**src/rtl/inst_mem_loader.sv**
```systemverilog
// Purpose: streams a program image byte-by-byte into instruction memory, NOP-pads the rest, then releases the CPU.
// Latency: one cycle from byte handshake (or pad step) to the registered memory write strobe.
// Backpressure: byte_ready is high only in LOAD; once the image ends or memory fills, the stream is stalled.
module inst_mem_loader #(
    parameter int                    WORD_LEN = 8,
    parameter int                    MEM_SIZE = 2048,
    parameter int                    INST_LEN = 32,
    parameter logic [INST_LEN-1:0]   NOP      = 32'hE0000000
) (
    input  logic                 clk,
    input  logic                 rst_n,
    input  logic                 start,
    input  logic [WORD_LEN-1:0]  byte_in,
    input  logic                 byte_valid,
    input  logic                 byte_last,
    output logic                 byte_ready,
    output logic                 wr_en,
    output logic [INST_LEN-1:0]  wr_addr,
    output logic [WORD_LEN-1:0]  wr_data,
    output logic                 cpu_freeze,
    output logic                 busy,
    output logic                 done,
    output logic                 error,
    output logic [INST_LEN-1:0]  byte_count
);

    typedef enum logic [1:0] {
        IDLE = 2'd0,
        LOAD = 2'd1,
        PAD  = 2'd2,
        DONE = 2'd3
    } state_t;

    localparam logic [INST_LEN-1:0] LAST_ADDR = INST_LEN'(MEM_SIZE - 1);

    state_t                 state;
    state_t                 state_nxt;
    logic [INST_LEN-1:0]    ptr;
    // Set once the top location has been written; PAD then spends one flush
    // cycle so the final write strobe is seen before done/cpu_freeze change.
    logic                   drain;
    logic                   hs;
    logic                   at_end;
    logic [WORD_LEN-1:0]    pad_byte;

    assign byte_ready = (state == LOAD);
    assign hs         = byte_valid & byte_ready;
    assign at_end     = (ptr == LAST_ADDR);
    assign cpu_freeze = (state != DONE);
    assign busy       = (state == LOAD) || (state == PAD);
    assign done       = (state == DONE);

    // Big-endian NOP byte for the current location within its word.
    always_comb begin
        pad_byte = '0;
        case (ptr[1:0])
            2'd0:    pad_byte = NOP[4*WORD_LEN-1 -: WORD_LEN];
            2'd1:    pad_byte = NOP[3*WORD_LEN-1 -: WORD_LEN];
            2'd2:    pad_byte = NOP[2*WORD_LEN-1 -: WORD_LEN];
            default: pad_byte = NOP[WORD_LEN-1   -: WORD_LEN];
        endcase
    end

    // State register.
    always_ff @(posedge clk or negedge rst_n) begin
        if (!rst_n) begin
            state <= IDLE;
        end else begin
            state <= state_nxt;
        end
    end

    // Next-state logic: end of stream or full memory both leave LOAD via PAD.
    always_comb begin
        state_nxt = state;
        case (state)
            IDLE, DONE: begin
                if (start) begin
                    state_nxt = LOAD;
                end
            end
            LOAD: begin
                if (hs && (byte_last || at_end)) begin
                    state_nxt = PAD;
                end
            end
            PAD: begin
                if (drain) begin
                    state_nxt = DONE;
                end
            end
            default: state_nxt = IDLE;
        endcase
    end

    // Datapath: pointer, byte counter, sticky error and the registered write port.
    always_ff @(posedge clk or negedge rst_n) begin
        if (!rst_n) begin
            ptr        <= '0;
            drain      <= 1'b0;
            wr_en      <= 1'b0;
            wr_addr    <= '0;
            wr_data    <= '0;
            error      <= 1'b0;
            byte_count <= '0;
        end else begin
            wr_en <= 1'b0;
            case (state)
                IDLE, DONE: begin
                    if (start) begin
                        ptr        <= '0;
                        drain      <= 1'b0;
                        error      <= 1'b0;
                        byte_count <= '0;
                    end
                end
                LOAD: begin
                    if (hs) begin
                        wr_en      <= 1'b1;
                        wr_addr    <= ptr;
                        wr_data    <= byte_in;
                        byte_count <= byte_count + 1'b1;
                        if (!at_end) begin
                            ptr <= ptr + 1'b1;
                        end
                        // Filling the top location means nothing is left to pad.
                        if (byte_last || at_end) begin
                            drain <= at_end;
                        end
                        // Last byte must close a word; running out of memory is an overflow.
                        if ((byte_last && (ptr[1:0] != 2'd3)) || (at_end && !byte_last)) begin
                            error <= 1'b1;
                        end
                    end
                end
                PAD: begin
                    if (!drain) begin
                        wr_en   <= 1'b1;
                        wr_addr <= ptr;
                        wr_data <= pad_byte;
                        if (at_end) begin
                            drain <= 1'b1;
                        end else begin
                            ptr <= ptr + 1'b1;
                        end
                    end
                end
                default: ;
            endcase
        end
    end

endmodule

```
**config.mk**
```make
export PLATFORM = sky130hd
export DESIGN_NAME = inst_mem_loader
export DESIGN_NICKNAME = d
export VERILOG_FILES = /design/src/rtl/inst_mem_loader.sv
export SDC_FILE = /design/constraint.sdc
export NUM_CORES = 1
export LEC_CHECK = 0
export CORE_MARGIN = 2
export CORE_UTILIZATION = 63
export DETAILED_ROUTE_END_ITERATION = 6
export DONT_BUFFER_PORTS = 1
export PLACE_DENSITY = 0.9
export SETUP_SLACK_MARGIN = 0.1
export SYNTH_ARGS = -nofsm -noshare
export SYNTH_HDL_FRONTEND = slang
export SYNTH_SLANG_ARGS = --single-unit
```
**constraint.sdc**
```tcl
create_clock -name clk -period 2.8 [get_ports clk]
set_input_delay 0.56 -clock clk [delete_from_list [all_inputs] [get_ports clk]]
set_output_delay 0.56 -clock clk [all_outputs]
set_load 0.01 [all_outputs]
```
==> metrics.yaml, run 1 <==
place:
  portBuffers: 0
  dpl.hpwl_um: 7830
  gp_congestion: 0.881
  place_area_mm2: 0.00544
drt:
  firstDrtPassIters: 5
  avgRoutedWirePerCell_um: 17.9
  via_per_inst: 6.39
  wirelength_um: 11400
  drtIter0Drc: 262
  vias: 4060
  drc: 0
  ant_nets: 0
sta:
  drv_slew: 0
  setup_viol: 0
  fin_tns_setup_ns: 0
  whs_ns: -0.125
  period_share: 0.886
  fmax_mhz: 403
  worst_pin_slew_ns: 0.916
  finalHoldViolCount: 109
  maxSlewHeadroom: 0.381
  finalClockSkew_ns: 0.0124
  fin_crit_ns: 2.48
  rsz0062_at_grt: "no"
synthesis:
  yosys.area.top_type_share: 0.512
  ys_warn_count: 0
  ys_top_cells_by_count: "dfrtp_1, nand2_1, nor2_1"
  synth_top_cell_by_area: "dfrtp_1"
  synth_nets: 546
  synth_cell_types: 50
  syn_inst: 527
  async_flop_share: 1.00
  synth_area_mm2: 0.00533
  avgSynthCellArea_um2: 10.1
  synth_area_leaders: "dfrtp_1, mux2_2, xor2_1"
  ys.flop_type: "dfrtp_1"
  synth-seq-area-share: 0.512
  synth_seq_cells: 109
  synth_edf_count: 0
  yosysMostFrequentCell: "dfrtp_1"
clocking:
  postCtsSetupBuffers: 0
  cts_tree: "built"
  cts_made_buffers: 9
  clock_tree.root_cell: "clkbuf_8"
  htreeDepth: 3
  post_cts_resized: 0
  clk_pin_slew_ns: 0.10
  clockBufferDepth: 2
  clock-sinks: 109
  clk_latency_ns: 0.37
layout:
  fill_cells: 609
  multi_input_area_mm2: 0.00243
  final_nets: 544
  drive_above_1_share: 0.126
  finalInstanceArea_mm2: 0.00562
  n_antenna_cell: 0
  syn_to_final_growth_pct: 5.45
  ff_latch_area_mm2: 0.00273
die:
  start_util: 0.649
  dieWidth_um: 96.0
  die_h_um: 96.0
  placementRows: 33
  core_mm2: 0.00822
  io_pins: 91
  dieArea_mm2: 0.00921
global_routing:
  grt_pass1_wl_um: 18700
  track_usage: 0.258
  antenna_found_initial: 0
  grt_remaining_overflow: 0
  grt_pass1_vias: 3980
  grt_max_degree: 110
critical_path:
  timing.rr.start: "state[0]"
  cp.arrival_ns: 2.77
  cp-start-kind: "flip-flop"
  r2r-end: "ptr[8]"
  crit_required_ns: 3.09
  critPathKind: "flip-flop to flip-flop"
  crit_path_start: "state[0]"
  endpoint_kind: "flip-flop"
  crit_end: "ptr[8]"
  path_max_fanout: 19
  ff2ff_setup_slack_ns: 0.32
  r2r_cells: 7
status:
  outcome: "complete, but fails checks"
  violations: "hold timing"
pwr:
  vdd_ir_drop_max_mv: 0.271
  power.leakage_nw: 2.37
  p_per_area_mw_per_mm2: 437
min_path:
  worst_hold_path_type: "input port to async pin"
job:
  maxCapViolations: 0
## cells by family (layout without fill, tap and decap cells)
group	Yosys count	count (layout)	synth area share
flops	109	109	0.512
simple gates	220	220	0.218
compound gates	84	84	0.0979
mux	34	34	0.0702
fa+ha+maj	6	6	0.0141
buf+inv	41	44	0.0343
xor+xnor	33	33	0.0542
## power breakdown
group / total (mW) / internal, mW / leakage (nW) / switching [mW]
Sequential: 1.57 / 1.57 / 1.35 / 0
Clock: 0.881 / 0.351 / 0.0897 / 0.530
Combinational: 0.00219 / 0.00136 / 0.927 / 0.000827
## sequential cells by signal, indices dropped and copies added (netlist names)
register	cells
byte_count	32
drain	1
error	1
ptr	32
state	2
wr_addr	32
wr_data	8
wr_en	1
## layout by cell type, fill, tap and decap left out, types with 2 or more instances in the layout
master / count
dfrtp_1: 109
nand2_1: 53
nor2_1: 40
o21ai_0: 35
xor2_1: 28
mux2_2: 27
nand4_1: 27
nand3_1: 25
inv_1: 16
a21oi_1: 16
or3_1: 12
buf_4: 12
nor3_1: 10
nor4_1: 10
clkbuf_8: 10
or4_1: 8
and3_1: 7
mux2i_1: 7
and2_1: 6
ha_1: 6
o211ai_1: 5
o41ai_1: 5
xnor2_1: 5
o311ai_0: 4
and4_1: 3
a31oi_1: 3
o31ai_1: 3
a22o_1: 3
nand2b_1: 2
nor2b_1: 2
nor3_2: 2
o31a_1: 2
o21a_1: 2
or2_2: 2
nor4_2: 2
clkinv_2: 2
## how the worst min path moves through the flow
| stage | start | end | slack, ns | cells after the start |
|---|---|---|---|---|
| 5_1_grt | rst_n | byte_count[11] | -0.15 | 0 |
| 6_report | rst_n | wr_en | -0.13 | 0 |
| 3_5_place_dp | rst_n | wr_en | 0.27 | 0 |
| 3_3_place_gp | rst_n | wr_data[5] | 0.27 | 0 |
| 4_1_cts | rst_n | byte_count[11] | -0.14 | 0 |
| 2_1_floorplan | rst_n | byte_count[0] | 0.26 | 0 |
## per-stage QoR
step | setup slack [ns] | hold slack, ns | power (mW) | cells | utilization
floorplan | 0.355 | 0.264 | 1.61 | 527 | -
global placement | 0.459 | 0.267 | 1.61 | 619 | 0.663
detailed placement | 0.359 | 0.268 | 1.61 | 619 | 0.663
CTS | 0.337 | -0.140 | 2.46 | 635 | 0.684
global route | 0.199 | -0.150 | 2.52 | 635 | 0.684
finish | 0.319 | -0.125 | 2.46 | 635 | 0.684
## worst max-delay path, stage by stage (launching register included)
cell and delay, ns:
dfrtp_1 0.42, inv_1 0.06, ha_1 0.29, and2_1 0.21, or3_4 0.48, or2_4 0.30
or4_1 0.46, a21oi_1 0.17
## per-layer routing
layer	GRT usage	routed length (um)	vias to the layer above
met3	0.0486	711	25
met2	0.435	5710	145
met4	0.0976	250	0
met5	0	0	-
li1	-	-	1892
met1	0.330	4720	1998
## cell type report
| cell class | instances | share of cell area |
|---|---|---|
| Tap cell | 105 | 0.0234 |
| Clock inverter | 5 | 0.00623 |
| Inverter | 16 | 0.0107 |
| Clock buffer | 11 | 0.0252 |
| Multi-Input combinational cell | 377 | 0.433 |
| Timing Repair Buffer | 12 | 0.0160 |
| Sequential cell | 109 | 0.485 |
(Power assumes the default switching activity.)
==> run 2: changes to the inputs <==
CORE_UTILIZATION = 50   (was 63)
PLACE_DENSITY = 0.76   (was 0.9)
==> metrics.yaml, run 2 (synthesis results as in run 1) <==
place:
  portBuffers: 0  # unchanged
  gp_congestion: 0.849  # -3.7%
  dpl.cell_count: 652  # +5.3%
  dpl.hpwl_um: 8120  # +3.6%
critical_path:
  cp_slowest_stage_delay_ns: 0.48  # about the same
  r2r-end: "ptr[8]"
  crit_slowest_cell: "or3_4"
  cp.arrival_ns: 2.77  # about the same
  endpoint_kind: "flip-flop"
  crit_end: "ptr[8]"
  path_max_fanout: 19  # unchanged
  timing.rr.start: "state[0]"
  crit_chain: "inv_1, ha_1, and2_1, or3_4, or2_4, or4_1, a21oi_1"
  ff2ff_setup_slack_ns: 0.32  # about the same
  crit_required_ns: 3.08  # about the same
  crit_path_start: "state[0]"
  crit_cells: 7  # unchanged
  r2r_cells: 7  # unchanged
  cp-start-kind: "flip-flop"
  path_buf_inv: 1  # unchanged
  critPathKind: "flip-flop to flip-flop"
  crit_family: "simple AND/OR/NAND/NOR gates"
sta:
  fin_tns_setup_ns: 0  # unchanged
  fin_crit_ns: 2.48  # +0.00368 ns
  setup_viol: 0  # unchanged
  finalHoldViolCount: 109  # unchanged
  worst_pin_slew_ns: 0.846  # -0.0699 ns
  rsz0062_at_grt: "no"
  maxSlewHeadroom: 0.429  # +0.0472
  drv_slew: 0  # unchanged
  finalClockSkew_ns: 0.0128  # +0.000454 ns
  whs_ns: -0.123  # +0.00260 ns
  fmax_mhz: 402  # -0.15%
  period_share: 0.887  # +0.00131
pwr:
  power.leakage_nw: 2.40  # +1.0%
  vdd_ir_drop_max_mv: 0.236  # -13%
  p_sw_frac: 0.212  # -0.00427
  p_comb_frac: 0.001  # about the same
  p_int_mw: 2.02  # +4.9%
  p_switching_mw: 0.543  # +2.3%
  seqPwrFrac: 0.614  # -0.026
  p_per_area_mw_per_mm2: 449  # +2.8%
  clkPwrFrac: 0.385  # +0.026
status:
  violations: "hold timing"
  outcome: "complete, but fails checks"
die:
  placementRows: 37  # +12%
  dieArea_mm2: 0.0115  # +25%
  io_pins: 91  # unchanged
  start_util: 0.516  # -0.132
  core_mm2: 0.0103  # +26%
  die_h_um: 107  # +12%
  dieWidth_um: 107  # +12%
layout:
  final_cell_mix: "dfrtp_1, nand2_1, nor2_1"
  layout_commonest_cell: "dfrtp_1"
  largest_registers: "byte_count (32), ptr (32), wr_addr (32)"
  n_antenna_cell: 0  # unchanged
  final_cells: 668  # +5.2%
  final_nets: 546  # +0.37%
  syn_to_final_growth_pct: 7.02
  drive_above_1_share: 0.132  # +0.00516
clocking:
  cts_tree: "built"
  postCtsSetupBuffers: 0  # unchanged
  post_cts_resized: 0  # unchanged
  clock_tree.root_cell: "clkbuf_8"
  clock-sinks: 109  # unchanged
  clk_latency_ns: 0.36  # about the same
  clockBufferDepth: 2  # unchanged
  htreeDepth: 3  # unchanged
  clk_pin_slew_ns: 0.10  # about the same
  cts_made_buffers: 9  # unchanged
drt:
  ant_nets: 0  # unchanged
  vias: 4033  # -0.67%
  firstDrtPassIters: 6  # +1
  avgRoutedWirePerCell_um: 17.8  # -0.52%
  drc: 0  # unchanged
  via_per_inst: 6.04  # -5.6%
  drtIter0Drc: 263  # +0.38%
  wirelength_um: 11900  # +4.7%
min_path:
  worst_hold_path_type: "input port to async pin"
global_routing:
  grt_max_degree: 110  # unchanged
  antenna_found_initial: 0  # unchanged
  track_usage: 0.211  # -0.0463
  grt_pass1_wl_um: 19600  # +4.8%
  grt_remaining_overflow: 0  # unchanged
  grt_pass1_vias: 4013  # +0.83%
job:
  maxCapViolations: 0  # unchanged
[run 2: changes by cell type in the layout (fill, tap and decap cells not counted)]
| cell | change |
|---|---|
| bufinv_16 | +1 |
| buf_4 | +2 |
| clkinv_2 | -1 |
| inv_6 | +1 |
| clkbuf_1 | -1 |
[run 2: metal layers]
metal / share of wire / vias up / track usage / wire, um
met2: 0.50 / 97 / 0.352 / 5920
li1: - / 1896 / - / -
met3: 0.058 / 9 / 0.0575 / 695
met1: 0.43 / 2031 / 0.274 / 5180
met5: 0 / - / 0 / 0
met4: 0.010 / 0 / 0.0538 / 121
[run 2: metrics by stage]
| step | hold WS [ns] | instance area [um^2] | power, mW | util | setup WS, ns |
|---|---|---|---|---|---|
| 5_1_grt | -0.158 | 5700 | 2.65 | 0.553 | 0.205 |
| 3_5_place_dp | 0.269 | 5500 | 1.61 | 0.533 | 0.361 |
| 4_1_cts | -0.138 | 5700 | 2.58 | 0.553 | 0.340 |
| 2_1_floorplan | 0.264 | 5330 | 1.61 | - | 0.355 |
| 3_3_place_gp | 0.269 | 5500 | 1.61 | 0.533 | 0.457 |
| 6_report | -0.123 | 5700 | 2.56 | 0.553 | 0.316 |
[run 2: how the worst min path moves through the flow]
stage | startpoint | cells past startpoint | slack [ns] | end
2_1_floorplan | rst_n | 0 | 0.26 | byte_count[0]
3_3_place_gp | rst_n | 0 | 0.27 | wr_en
3_5_place_dp | rst_n | 0 | 0.27 | byte_count[1]
4_1_cts | rst_n | 0 | -0.14 | byte_count[14]
5_1_grt | rst_n | 0 | -0.16 | wr_data[2]
6_report | rst_n | 0 | -0.12 | ptr[30]
[run 2: power groups by stage]
stage                     Combinational [mW]  Sequential [mW]  Clock, mW
after CTS                            0.00195             1.57       1.01
final                                0.00196             1.57      0.988
after floorplan                      0.00176             1.60          0
after global placement               0.00186             1.60          0
after detailed placement             0.00195             1.60          0
after global routing                 0.00213             1.57       1.08
[run 2: worst register-to-register path: cells and delay by family (launching register included)]
family / cells / cell delay (ns)
flip-flops: 1 / 0.42
AND/OR/NAND/NOR: 4 / 1.46
adder cells (fa/ha/maj): 1 / 0.29
buffers and inverters: 1 / 0.07
AO/OA/AOI/OAI: 1 / 0.18
[run 2: area by class of cell]
cell class | count | area, um^2
fillers | 878 | 4620
flip-flops and latches | 109 | 2730
multi-input cells | 377 | 2430
well taps | 136 | 170
clock buffers | 10 | 138
repair buffers | 14 | 105
clock inverters | 6 | 68.8
inverters | 16 | 60.1
==> run 3: changes to the inputs <==
ABC_AREA = 1   (was unset)
CTS_BUF_LIST = sky130_fd_sc_hd__clkbuf_4 sky130_fd_sc_hd__clkbuf_8   (was unset)
==> metrics.yaml, run 3 <==
status:
  outcome: "complete, but fails checks"
  violations: "hold timing"
synthesis:
  syn_inst: 861  # +63%
  yosysMostFrequentCell: "nand2_1"
  ys_warn_count: 0  # unchanged
  ys.flop_type: "dfrtp_1"
  synth_nets: 880  # +61%
  ys_top_cells_by_count: "nand2_1, nor2_1, dfrtp_1"
  synth_cell_types: 37  # -26%
  async_flop_share: 1.00  # unchanged
  synth_top_cell_by_area: "dfrtp_1"
  avgSynthCellArea_um2: 7.20  # -29%
  yosys.area.top_type_share: 0.440  # -0.0720
  synth_seq_cells: 109  # unchanged
  synth_edf_count: 0  # unchanged
  synth_area_mm2: 0.00620  # +16%
  synth-seq-area-share: 0.440  # -0.0720
  synth_area_leaders: "dfrtp_1, nand2_1, nor2_1"
die:
  dieWidth_um: 115  # +7.6%
  placementRows: 40  # +8.1%
  core_mm2: 0.0121  # +17%
  dieArea_mm2: 0.0133  # +16%
  die_h_um: 115  # +7.6%
  start_util: 0.514  # -0.00199
  io_pins: 91  # unchanged
place:
  place_area_mm2: 0.00633  # +15%
  pre_cts_ws_ns: 0.442  # +0.0812 ns
  portBuffers: 0  # unchanged
  dpl.cell_count: 1013  # +55%
  dpl.hpwl_um: 11100  # +37%
  gp_congestion: 0.957  # +13%
pwr:
  vdd_ir_drop_max_mv: 0.362  # +53%
  p_sw_frac: 0.432  # +0.220
  p_per_area_mw_per_mm2: 706  # +57%
  seqPwrFrac: 0.408  # -0.206
  p_switching_mw: 2.00  # +270%
  clkPwrFrac: 0.231  # -0.154
  p_int_mw: 2.63  # +30%
  power.leakage_nw: 2.90  # +21%
  p_comb_frac: 0.361  # +0.360
critical_path:
  path_buf_inv: 4  # +3
  crit_required_ns: 3.12  # +0.04 ns
  cp_slowest_stage_delay_ns: 0.42  # -0.06 ns
  cp.arrival_ns: 2.79  # +0.02 ns
  ff2ff_setup_slack_ns: 0.33  # +0.02 ns
  r2r_cells: 12  # +5
  path_max_fanout: 15  # -4
  crit_path_start: "state[1]"
  crit_end: "byte_count[10]"
  critPathKind: "flip-flop to flip-flop"
  crit_chain: "inv_1, ha_1, buf_4, inv_2, nand3_2, nand2_1, inv_1, nor2_2, nand2_1, o21ai_0, nand2_1, nor2_1"
  crit_cells: 12  # +5
  crit_family: "simple AND/OR/NAND/NOR gates"
  r2r-end: "byte_count[10]"
  timing.rr.start: "state[1]"
  cp-start-kind: "flip-flop"
  cp_common_cell: "nand2_1"
  crit_slowest_cell: "dfrtp_1"
  endpoint_kind: "flip-flop"
drt:
  via_per_inst: 5.30  # -12%
  drc: 0  # unchanged
  drtIter0Drc: 497  # +89%
  avgRoutedWirePerCell_um: 14.6  # -18%
  vias: 5456  # +35%
  ant_nets: 0  # unchanged
  firstDrtPassIters: 5  # -1
  wirelength_um: 15000  # +26%
global_routing:
  track_usage: 0.231  # +0.0195
  grt_max_degree: 110  # unchanged
  grt_pass1_wl_um: 24500  # +25%
  antenna_found_initial: 0  # unchanged
  grt_pass1_vias: 4931  # +23%
  grt_remaining_overflow: 0  # unchanged
layout:
  drive_above_1_share: 0.0871  # -0.0445
  layout_commonest_cell: "nand2_1"
  final_cell_mix: "nand2_1, nor2_1, dfrtp_1"
  largest_registers: "byte_count (32), ptr (32), wr_addr (32)"
  final_nets: 875  # +60%
  final_cells: 1029  # +54%
  syn_to_final_growth_pct: 5.59
  finalInstanceArea_mm2: 0.00655  # +15%
  n_antenna_cell: 0  # unchanged
sta:
  rsz0062_at_grt: "no"
  fin_crit_ns: 2.47  # -0.0160 ns
  fmax_mhz: 405  # +0.65%
  fin_tns_setup_ns: 0  # unchanged
  worst_slack_ns: 0.332  # +0.0160 ns
  whs_ns: -0.142  # -0.0188 ns
  drv_slew: 0  # unchanged
  finalHoldViolCount: 109  # unchanged
  worst_pin_slew_ns: 0.488  # -0.359 ns
  finalClockSkew_ns: 0.0209  # +0.00808 ns
  setup_viol: 0  # unchanged
  maxSlewHeadroom: 0.672  # +0.244
  period_share: 0.882  # -0.00572
clocking:
  clock-sinks: 109  # unchanged
  post_cts_resized: 0  # unchanged
  cts_made_buffers: 9  # unchanged
  clock_tree.root_cell: "clkbuf_8"
  postCtsSetupBuffers: 0  # unchanged
  clockBufferDepth: 2  # unchanged
  clk_pin_slew_ns: 0.11  # about the same
  clk_latency_ns: 0.39  # +0.03 ns
  cts_tree: "built"
  htreeDepth: 3  # unchanged
job:
  maxCapViolations: 0  # unchanged
min_path:
  worst_hold_path_type: "input port to async pin"
-- run 3: cell count changes after synthesis, sizes merged, moves of 8 or more --
cell   before  now
nand2      53  289
nor2       41  128
inv        16   83
o21ai      36   80
nand3      25   66
mux2       27    0
xor2       28   11
or3        14    0
nor4       13    0
nand4      27   15
or4         8    0
-- run 3: area by class of cell --
cell class	count	area [um^2]
inverter	85	319
timing repair buffer	8	60.1
clock inverter	6	86.3
clock buffer	10	131
multi-input combinational	643	3020
fill	1134	5510
tap	168	210
sequential	109	2730
-- run 3: cell families (layout without fill, tap and decap cells) --
group	after synthesis	after routing	share of synthesized area
buffers and inverters	109	109	0.0750
AO/OA/AOI/OAI	105	105	0.0986
flip-flops	109	109	0.440
XOR/XNOR	12	12	0.0169
AND/OR/NAND/NOR	520	520	0.358
adder cells (fa/ha/maj)	6	6	0.0121
-- run 3: per-layer routing --
layer | share of wire | vias to the layer above | wire length, um | global-route usage
li1 | - | 2732 | - | -
met1 | 0.47 | 2497 | 7020 | 0.330
met2 | 0.45 | 204 | 6750 | 0.352
met3 | 0.069 | 23 | 1040 | 0.0422
met4 | 0.015 | 0 | 229 | 0.0811
met5 | 0 | - | 0 | 0
-- run 3: how the worst min path moves through the flow --
stage | startpoint | end | cells after the start
5_1_grt | rst_n | ptr[2] | 0
2_1_floorplan | rst_n | byte_count[0] | 0
4_1_cts | rst_n | ptr[26] | 0
3_5_place_dp | rst_n | wr_addr[15] | 0
3_3_place_gp | rst_n | wr_addr[14] | 0
6_report | rst_n | wr_addr[14] | 0
-- run 3: stage by stage --
step	util	power, mW
after floorplan	-	3.32
after global placement	0.525	3.55
after detailed placement	0.525	3.57
after CTS	0.543	4.64
after global routing	0.543	4.94
final	0.543	4.62
-- run 3: power by group through the flow --
stage | registers, mW | clock network, mW | logic, mW
after floorplan | 1.88 | 0 | 1.43
after global placement | 1.91 | 0 | 1.64
after detailed placement | 1.92 | 0 | 1.66
after CTS | 1.89 | 1.09 | 1.66
after global routing | 1.91 | 1.15 | 1.87
final | 1.89 | 1.07 | 1.67
